===== src/rtl/simple_processor_pkg.sv =====
// Shared types for the simple processor: data width, ALU function
// codes and the ALU arbiter state encoding.
package simple_processor_pkg;

  localparam int DATA_WIDTH = 32;

  typedef enum logic [3:0] {
    ADDI    = 4'd0,
    ADD     = 4'd1,
    SUB     = 4'd2,
    INVALID = 4'd15
  } alu_func_e;

  typedef enum logic [1:0] {
    IDLE,
    EXEC,
    RESP
  } arb_state_e;

  function automatic logic func_supported(logic [3:0] f);
    return (f == ADDI) || (f == ADD) || (f == SUB);
  endfunction

endpackage


===== src/rtl/alu_arbiter_if.sv =====
// Requester-side bundle of the ALU arbiter: per-requester request and
// response valid/ready channels plus packed operands, shared result.
interface alu_arbiter_if
  import simple_processor_pkg::*;
#(
  parameter int NUM_REQ    = 3,
  parameter int IMM_WIDTH  = 6,
  parameter int FUNC_WIDTH = 4
) ();

  logic [NUM_REQ-1:0]            req_valid;
  logic [NUM_REQ-1:0]            req_ready;
  logic [NUM_REQ*DATA_WIDTH-1:0] req_rs1;
  logic [NUM_REQ*DATA_WIDTH-1:0] req_rs2;
  logic [NUM_REQ*IMM_WIDTH-1:0]  req_imm;
  logic [NUM_REQ*FUNC_WIDTH-1:0] req_func;
  logic [NUM_REQ-1:0]            rsp_valid;
  logic [NUM_REQ-1:0]            rsp_ready;
  logic [DATA_WIDTH-1:0]         rsp_data;
  logic                          rsp_err;

  modport master (
    output req_valid, req_rs1, req_rs2,
    output req_imm, req_func, rsp_ready,
    input  req_ready, rsp_valid,
    input  rsp_data, rsp_err
  );

  modport slave (
    input  req_valid, req_rs1, req_rs2,
    input  req_imm, req_func, rsp_ready,
    output req_ready, rsp_valid,
    output rsp_data, rsp_err
  );

endinterface


===== src/rtl/rr_pick.sv =====
// Combinational round-robin picker: first set bit of i_req scanning
// upward from i_last+1 (mod NUM_REQ); o_gnt one-hot, o_idx its index.
module rr_pick #(
  parameter int NUM_REQ = 3,
  parameter int IW      = 2
) (
  input  logic [NUM_REQ-1:0] i_req,
  input  logic [IW-1:0]      i_last,
  output logic [NUM_REQ-1:0] o_gnt,
  output logic [IW-1:0]      o_idx,
  output logic               o_any
);

  logic [IW-1:0] w_k;
  logic          w_found;

  always_comb begin
    o_gnt   = '0;
    o_idx   = '0;
    w_k     = '0;
    w_found = 1'b0;
    for (int i = 1; i <= NUM_REQ; i++) begin
      w_k = IW'((int'(i_last) + i) % NUM_REQ);
      if (!w_found && i_req[w_k]) begin
        w_found    = 1'b1;
        o_gnt[w_k] = 1'b1;
        o_idx      = w_k;
      end
    end
    o_any = w_found;
  end

endmodule


===== src/rtl/alu_arbiter.sv =====
// Round-robin sharing of one combinational ALU between NUM_REQ
// requesters. Ports: clk_i, arst_ni, requester bus (slave), alu_*_o
// operands out, alu_result_i in, busy_o.
module alu_arbiter
  import simple_processor_pkg::*;
#(
  parameter int NUM_REQ    = 3,
  parameter int IMM_WIDTH  = 6,
  parameter int FUNC_WIDTH = 4
) (
  input  logic                  clk_i,
  input  logic                  arst_ni,
  alu_arbiter_if.slave          bus,
  output logic [DATA_WIDTH-1:0] alu_rs1_o,
  output logic [DATA_WIDTH-1:0] alu_rs2_o,
  output logic [IMM_WIDTH-1:0]  alu_imm_o,
  output logic [FUNC_WIDTH-1:0] alu_func_o,
  input  logic [DATA_WIDTH-1:0] alu_result_i,
  output logic                  busy_o
);

  localparam int IW = (NUM_REQ > 1) ? $clog2(NUM_REQ) : 1;

  arb_state_e r_state, w_state_d;

  logic [IW-1:0]         r_last;
  logic [IW-1:0]         r_idx;
  logic [IW-1:0]         w_idx;
  logic [NUM_REQ-1:0]    w_gnt;
  logic [NUM_REQ-1:0]    w_sel;
  logic                  w_any;
  logic                  w_exec;
  logic                  w_ok;
  logic [DATA_WIDTH-1:0] r_rs1, r_rs2, r_data;
  logic [DATA_WIDTH-1:0] w_rs1, w_rs2;
  logic [IMM_WIDTH-1:0]  r_imm, w_imm;
  logic [FUNC_WIDTH-1:0] r_func, w_func;
  logic                  r_err;

  rr_pick #(
    .NUM_REQ (NUM_REQ),
    .IW      (IW)
  ) u_pick (
    .i_req  (bus.req_valid),
    .i_last (r_last),
    .o_gnt  (w_gnt),
    .o_idx  (w_idx),
    .o_any  (w_any)
  );

  always_comb begin
    w_rs1  = '0;
    w_rs2  = '0;
    w_imm  = '0;
    w_func = '0;
    for (int k = 0; k < NUM_REQ; k++) begin
      if (w_gnt[k]) begin
        w_rs1  = bus.req_rs1[k*DATA_WIDTH +: DATA_WIDTH];
        w_rs2  = bus.req_rs2[k*DATA_WIDTH +: DATA_WIDTH];
        w_imm  = bus.req_imm[k*IMM_WIDTH +: IMM_WIDTH];
        w_func = bus.req_func[k*FUNC_WIDTH +: FUNC_WIDTH];
      end
    end
  end

  always_comb begin
    w_state_d = r_state;
    unique case (r_state)
      IDLE:    if (w_any) w_state_d = EXEC;
      EXEC:    w_state_d = RESP;
      RESP:    if (bus.rsp_ready[r_idx]) w_state_d = IDLE;
      default: w_state_d = IDLE;
    endcase
  end

  assign w_exec = (r_state == EXEC);
  assign w_sel  = NUM_REQ'(1) << r_idx;
  assign w_ok   = func_supported(4'(r_func));

  // Gated by reset so no grant is offered while the block is held.
  assign bus.req_ready =
    (r_state == IDLE && arst_ni) ? w_gnt : '0;
  assign bus.rsp_valid =
    (r_state == RESP) ? w_sel : '0;
  assign bus.rsp_data  = r_data;
  assign bus.rsp_err   = r_err;

  assign alu_rs1_o  = w_exec ? r_rs1  : '0;
  assign alu_rs2_o  = w_exec ? r_rs2  : '0;
  assign alu_imm_o  = w_exec ? r_imm  : '0;
  assign alu_func_o = w_exec ? r_func : '0;
  assign busy_o     = (r_state != IDLE);

  always_ff @(posedge clk_i or negedge arst_ni) begin
    if (!arst_ni) begin
      r_state <= IDLE;
      r_last  <= IW'(NUM_REQ - 1);
      r_idx   <= '0;
      r_rs1   <= '0;
      r_rs2   <= '0;
      r_imm   <= '0;
      r_func  <= '0;
      r_data  <= '0;
      r_err   <= 1'b0;
    end else begin
      r_state <= w_state_d;
      unique case (r_state)
        IDLE: begin
          if (w_any) begin
            r_idx  <= w_idx;
            r_rs1  <= w_rs1;
            r_rs2  <= w_rs2;
            r_imm  <= w_imm;
            r_func <= w_func;
          end
        end
        EXEC: begin
          r_data <= w_ok ? alu_result_i : '0;
          r_err  <= !w_ok;
        end
        RESP: begin
          if (bus.rsp_ready[r_idx]) r_last <= r_idx;
        end
        default: ;
      endcase
    end
  end

endmodule


===== src/flat_wrapper.sv =====
// flat-port wrapper written by rule: the top's interface ports become plain ports
module alu_arbiter_flat import simple_processor_pkg::*;
#(
  parameter int NUM_REQ    = 3,
  parameter int IMM_WIDTH  = 6,
  parameter int FUNC_WIDTH = 4
)
  (clk_i, arst_ni, alu_rs1_o, alu_rs2_o, alu_imm_o, alu_func_o, alu_result_i, busy_o, bus_req_valid, bus_req_rs1, bus_req_rs2, bus_req_imm, bus_req_func, bus_rsp_ready, bus_req_ready, bus_rsp_valid, bus_rsp_data, bus_rsp_err);
  alu_arbiter_if #(.NUM_REQ(NUM_REQ), .IMM_WIDTH(IMM_WIDTH), .FUNC_WIDTH(FUNC_WIDTH)) bus_i ();
  input  logic clk_i;
  input  logic arst_ni;
  output logic [DATA_WIDTH-1:0] alu_rs1_o;
  output logic [DATA_WIDTH-1:0] alu_rs2_o;
  output logic [IMM_WIDTH-1:0] alu_imm_o;
  output logic [FUNC_WIDTH-1:0] alu_func_o;
  input  logic [DATA_WIDTH-1:0] alu_result_i;
  output logic busy_o;
  input wire logic [$bits(bus_i.req_valid)-1:0] bus_req_valid;
  input wire logic [$bits(bus_i.req_rs1)-1:0] bus_req_rs1;
  input wire logic [$bits(bus_i.req_rs2)-1:0] bus_req_rs2;
  input wire logic [$bits(bus_i.req_imm)-1:0] bus_req_imm;
  input wire logic [$bits(bus_i.req_func)-1:0] bus_req_func;
  input wire logic [$bits(bus_i.rsp_ready)-1:0] bus_rsp_ready;
  output wire logic [$bits(bus_i.req_ready)-1:0] bus_req_ready;
  output wire logic [$bits(bus_i.rsp_valid)-1:0] bus_rsp_valid;
  output wire logic [$bits(bus_i.rsp_data)-1:0] bus_rsp_data;
  output wire logic [$bits(bus_i.rsp_err)-1:0] bus_rsp_err;
  assign bus_i.req_valid = bus_req_valid;
  assign bus_i.req_rs1 = bus_req_rs1;
  assign bus_i.req_rs2 = bus_req_rs2;
  assign bus_i.req_imm = bus_req_imm;
  assign bus_i.req_func = bus_req_func;
  assign bus_i.rsp_ready = bus_rsp_ready;
  assign bus_req_ready = bus_i.req_ready;
  assign bus_rsp_valid = bus_i.rsp_valid;
  assign bus_rsp_data = bus_i.rsp_data;
  assign bus_rsp_err = bus_i.rsp_err;
  alu_arbiter #(.NUM_REQ(NUM_REQ), .IMM_WIDTH(IMM_WIDTH), .FUNC_WIDTH(FUNC_WIDTH)) u_core (.clk_i(clk_i), .arst_ni(arst_ni), .bus(bus_i), .alu_rs1_o(alu_rs1_o), .alu_rs2_o(alu_rs2_o), .alu_imm_o(alu_imm_o), .alu_func_o(alu_func_o), .alu_result_i(alu_result_i), .busy_o(busy_o));
endmodule

===== config.mk =====
export PLATFORM = sky130hd
export DESIGN_NAME = alu_arbiter_flat
export DESIGN_NICKNAME = d
export VERILOG_FILES = /design/src/rtl/simple_processor_pkg.sv /design/src/rtl/alu_arbiter_if.sv /design/src/rtl/rr_pick.sv /design/src/rtl/alu_arbiter.sv /design/src/flat_wrapper.sv
export SDC_FILE = /design/constraint.sdc
export NUM_CORES = 1
export LEC_CHECK = 0
export ABC_AREA = 1
export CAP_MARGIN = 20
export CELL_PAD_IN_SITES_DETAIL_PLACEMENT = 0
export CELL_PAD_IN_SITES_GLOBAL_PLACEMENT = 2
export CORE_MARGIN = 5
export CORE_UTILIZATION = 28
export DETAILED_ROUTE_END_ITERATION = 7
export DONT_BUFFER_PORTS = 1
export PLACE_DENSITY_LB_ADDON = 0.1
export SLEW_MARGIN = 25
export SYNTH_ARGS = -nofsm -noshare
export SYNTH_HDL_FRONTEND = slang
export SYNTH_SLANG_ARGS = --single-unit

===== constraint.sdc =====
create_clock -name clk_i -period 2.35 [get_ports clk_i]
set_clock_uncertainty 0.15 [all_clocks]
set_input_delay 0.235 -clock clk_i [delete_from_list [all_inputs] [get_ports clk_i]]
set_output_delay 0.235 -clock clk_i [all_outputs]
set_load 0.05 [all_outputs]

==> results.yml <==
run_status:
  status: "finished, violations left"
  violations: "negative hold slack, negative setup slack"
clock_network:
  cts_root_buffer: "clkbuf_16"
  tritoncts: "done"
  clk_pin_slew_ns: 0.07
  cts_htree_levels: 4
  cts_sinks: 113
  cts_inserted_buffers: 17
  clock_latency_ns: 0.42
  clockBufferDepth: 2
  cts_hold_buf: 256
synth:
  ys_seq_area_share_pct: 40.9
  yosys_warnings: 0
  synth_fp_nets: 1314
  avgSynthCellArea_sq_um: 6.60
  synth_common_cells: "322 x nand2_1, 166 x inv_1, 149 x a21oi_1"
  synth_area_sq_um: 6920
  synth_edf_count: 0
  yosysMostFrequentCell: "nand2_1"
  synth.distinct_cells: 22
  yosysTopAreaCellShare_pct: 40.5
  yosysTopAreaCell: "dfrtp_1"
  syn-instance-count: 1048
  synth.ff_latch_count: 113
  synthFlopType: "dfrtp_1"
  ys_top_cells_by_area: "dfrtp_1 41%, nand2_1 17%, a21oi_1 11%"
  synthArstFlopShare_pct: 100
power_and_ir_drop:
  seqPwrFrac_pct: 36.0
  switching_share_pct: 27.6
  comb_power_share_pct: 14.8
  p_int_uw: 3910
  clkPwrFrac_pct: 49.2
  switching_power_uw: 1490
  ir_drop_mv: 0.325
  cellPowerDensity_nw_per_um2: 457
  p_leak_uw: 0.00585
placed_design:
  io_buffers: 0
  pre_cts_ws_ns: -0.0679
  placed_cells_incl_taps: 1432
  gp_congestion: 0.809
  dp.final_hpwl_microns: 19600
timing:
  hold_violations: 113
  grt_setup_unrepaired: "yes"
  max_freq_mhz: 378
  relSlewSlack_pct: 61.2
  layout_min_cycle_time_ns: 2.64
  tns_ns: -10.30
  maxSlewViolCount: 0
  worst_slack_ns: -0.294
  period_share_pct: 113
  whs_ns: -0.646
  setup_viol: 77
  max_slew.worst_pin.slew_ns: 0.581
grt:
  overflow: 0
  track_usage_pct: 21.5
  grt_pass1_vias: 8492
  grt_pass1_wl_microns: 48000
  grt_max_degree: 115
  antenna_found_initial: 2
setup_path:
  crit_path_start: "u_core.r_last[1]"
  cp_cell_sequence: "ha_4 > nand3_2 > inv_2 > a21oi_4 > nand3_4 > o21ai_4 > buf_6 > inv_1 > nor2_4 > buf_12"
  crit_type: "register to primary output"
  arrival_ns: 2.26
  endpoint_kind: "primary output"
  critPathMaxFanout: 6
  crit_slowest_cell: "dfstp_2"
  reg2reg_to: "u_core.r_rs1[17]"
  cpPeakStageDelay_ns: 0.57
  cp-endpoint: "bus_req_ready[2]"
  worst_ep_required_time_ns: 1.97
  start_kind: "register"
  rr_worst_depth: 15
  r2r-start: "u_core.r_last[1]"
  reg2reg_slack_ns: -0.24
cells_and_area:
  drive_above_1_share_pct: 15.5
  n_antenna_cell: 0
  final_util_pct: 48.6
  fin_nets: 1668
  area_delta_synth_final_pct: 70.9
  instances_no_fill: 1739
floorplan:
  rows: 57
  num_io_pins: 376
  core_area_sq_um: 24300
  floorplan.initialDensity_pct: 28.4
  fp.dieW_microns: 167
  dieArea_sq_um: 28000
  die_h_microns: 167
drt:
  drtIter0Drc: 518
  avgViaCountPerCell: 4.70
  post_drt_wl_per_cell_microns: 17.9
  drtAntennaViolNets: 0
  first_pass_iters: 5
  vias: 8176
  drt-total-wl_microns: 31100
  drc: 0
hold_path:
  min_path_type: "input pin to async pin"
run:
  drv_cap: 0
==> kinds of logic after synthesis <==
group | share of synthesized area [%]
compound gates | 15.7
simple gates | 28.8
flops | 40.9
buf+inv | 13.9
fa+ha+maj | 0.723
==> through the flow <==
stage | total power [uW] | hold WS (ns) | cell area [sq um]
6_report | 5400 | -0.646 | 11800
5_1_grt | 5650 | -0.679 | 11800
4_1_cts | 5470 | -0.671 | 11700
3_5_place_dp | 2340 | -0.208 | 8250
3_3_place_gp | 2340 | -0.208 | 8250
2_1_floorplan | 2220 | -0.211 | 6960
==> worst min path at each step <==
stage	from	endpoint	slack, ns	cells after the start
after floorplan	arst_ni	u_core.bus.rsp_data[0]	-0.21	0
after global placement	arst_ni	u_core.r_rs2[5]	-0.21	0
after detailed placement	arst_ni	u_core.r_rs2[5]	-0.21	0
after CTS	arst_ni	u_core.r_rs2[7]	-0.67	0
after global routing	arst_ni	u_core.r_rs2[7]	-0.68	0
final	arst_ni	u_core.r_rs2[7]	-0.65	0
==> metal layers <==
layer | routed length (microns) | up-vias | GRT usage [%]
li1 | - | 3984 | -
met1 | 12600 | 3804 | 25.5
met2 | 15400 | 319 | 36.7
met3 | 2210 | 65 | 6.79
met4 | 901 | 4 | 7.94
met5 | 21 | - | 0
==> final cells by class <==
cell class	instances	area (sq um)
Fill cell	2404	12500
Timing Repair Buffer	405	4060
Multi-Input combinational cell	693	3290
Sequential cell	113	2830
Inverter	172	654
Clock buffer	17	425
Tap cell	324	405
Clock inverter	15	160
==> state kept, by name, indices dropped and copies added (netlist names) <==
name                 cells
u_core.r_imm             6
u_core.r_rs1            32
u_core.r_state           2
u_core.r_last            2
u_core.r_rs2            32
u_core.r_func            4
u_core.r_idx             2
u_core.bus.rsp_err       1
u_core.bus.rsp_data     32
==> placed cells by master, fill, tap and decap left out, types with 2 or more instances in the layout <==
cell type        n
nand2_1        314
dlygate4sd3_1  256
inv_1          163
a21oi_1        144
buf_4          120
dfrtp_1        112
nand3_1         83
nor2_1          78
a22o_1          32
clkbuf_16       18
buf_12          18
inv_2            7
inv_6            7
nand2_2          6
inv_8            5
a21oi_2          5
o21ai_0          5
nand3_2          3
nand2_4          3
nand4_1          3
nor2_4           3
nor3_1           3
ha_2             3
buf_16           3
buf_6            3
nand3_4          2
clkinvlp_4       2
bufbuf_16        2
buf_8            2
==> repair_timing <==
| action | 4_1_cts | 5_1_grt |
|---|---|---|
| pin swaps | 12 | 6 |
| endpoints found under the setup margin | 94 | 80 |
| gates cloned | 4 | 1 |
| gates resized for setup | 32 | 13 |
| endpoints found under the hold margin | 220 | 113 |
| buffers inserted | 7 | 7 |
==> critical path, delay by kind of cell (launching register included) <==
kind | cells | cell delay [ns]
compound gates | 2 | 0.36
simple gates | 3 | 0.30
flops | 1 | 0.57
buf+inv | 4 | 0.37
fa+ha+maj | 1 | 0.24
==> power groups by stage <==
| stage | clock network, uW | logic [uW] | registers, uW |
|---|---|---|---|
| 3_3_place_gp | 0 | 362 | 1980 |
| 3_5_place_dp | 0 | 358 | 1980 |
| 6_report | 2660 | 801 | 1940 |
| 4_1_cts | 2750 | 781 | 1940 |
| 2_1_floorplan | 0 | 238 | 1980 |
| 5_1_grt | 2840 | 862 | 1940 |
Note: power is estimated with default switching activity, not from simulation.
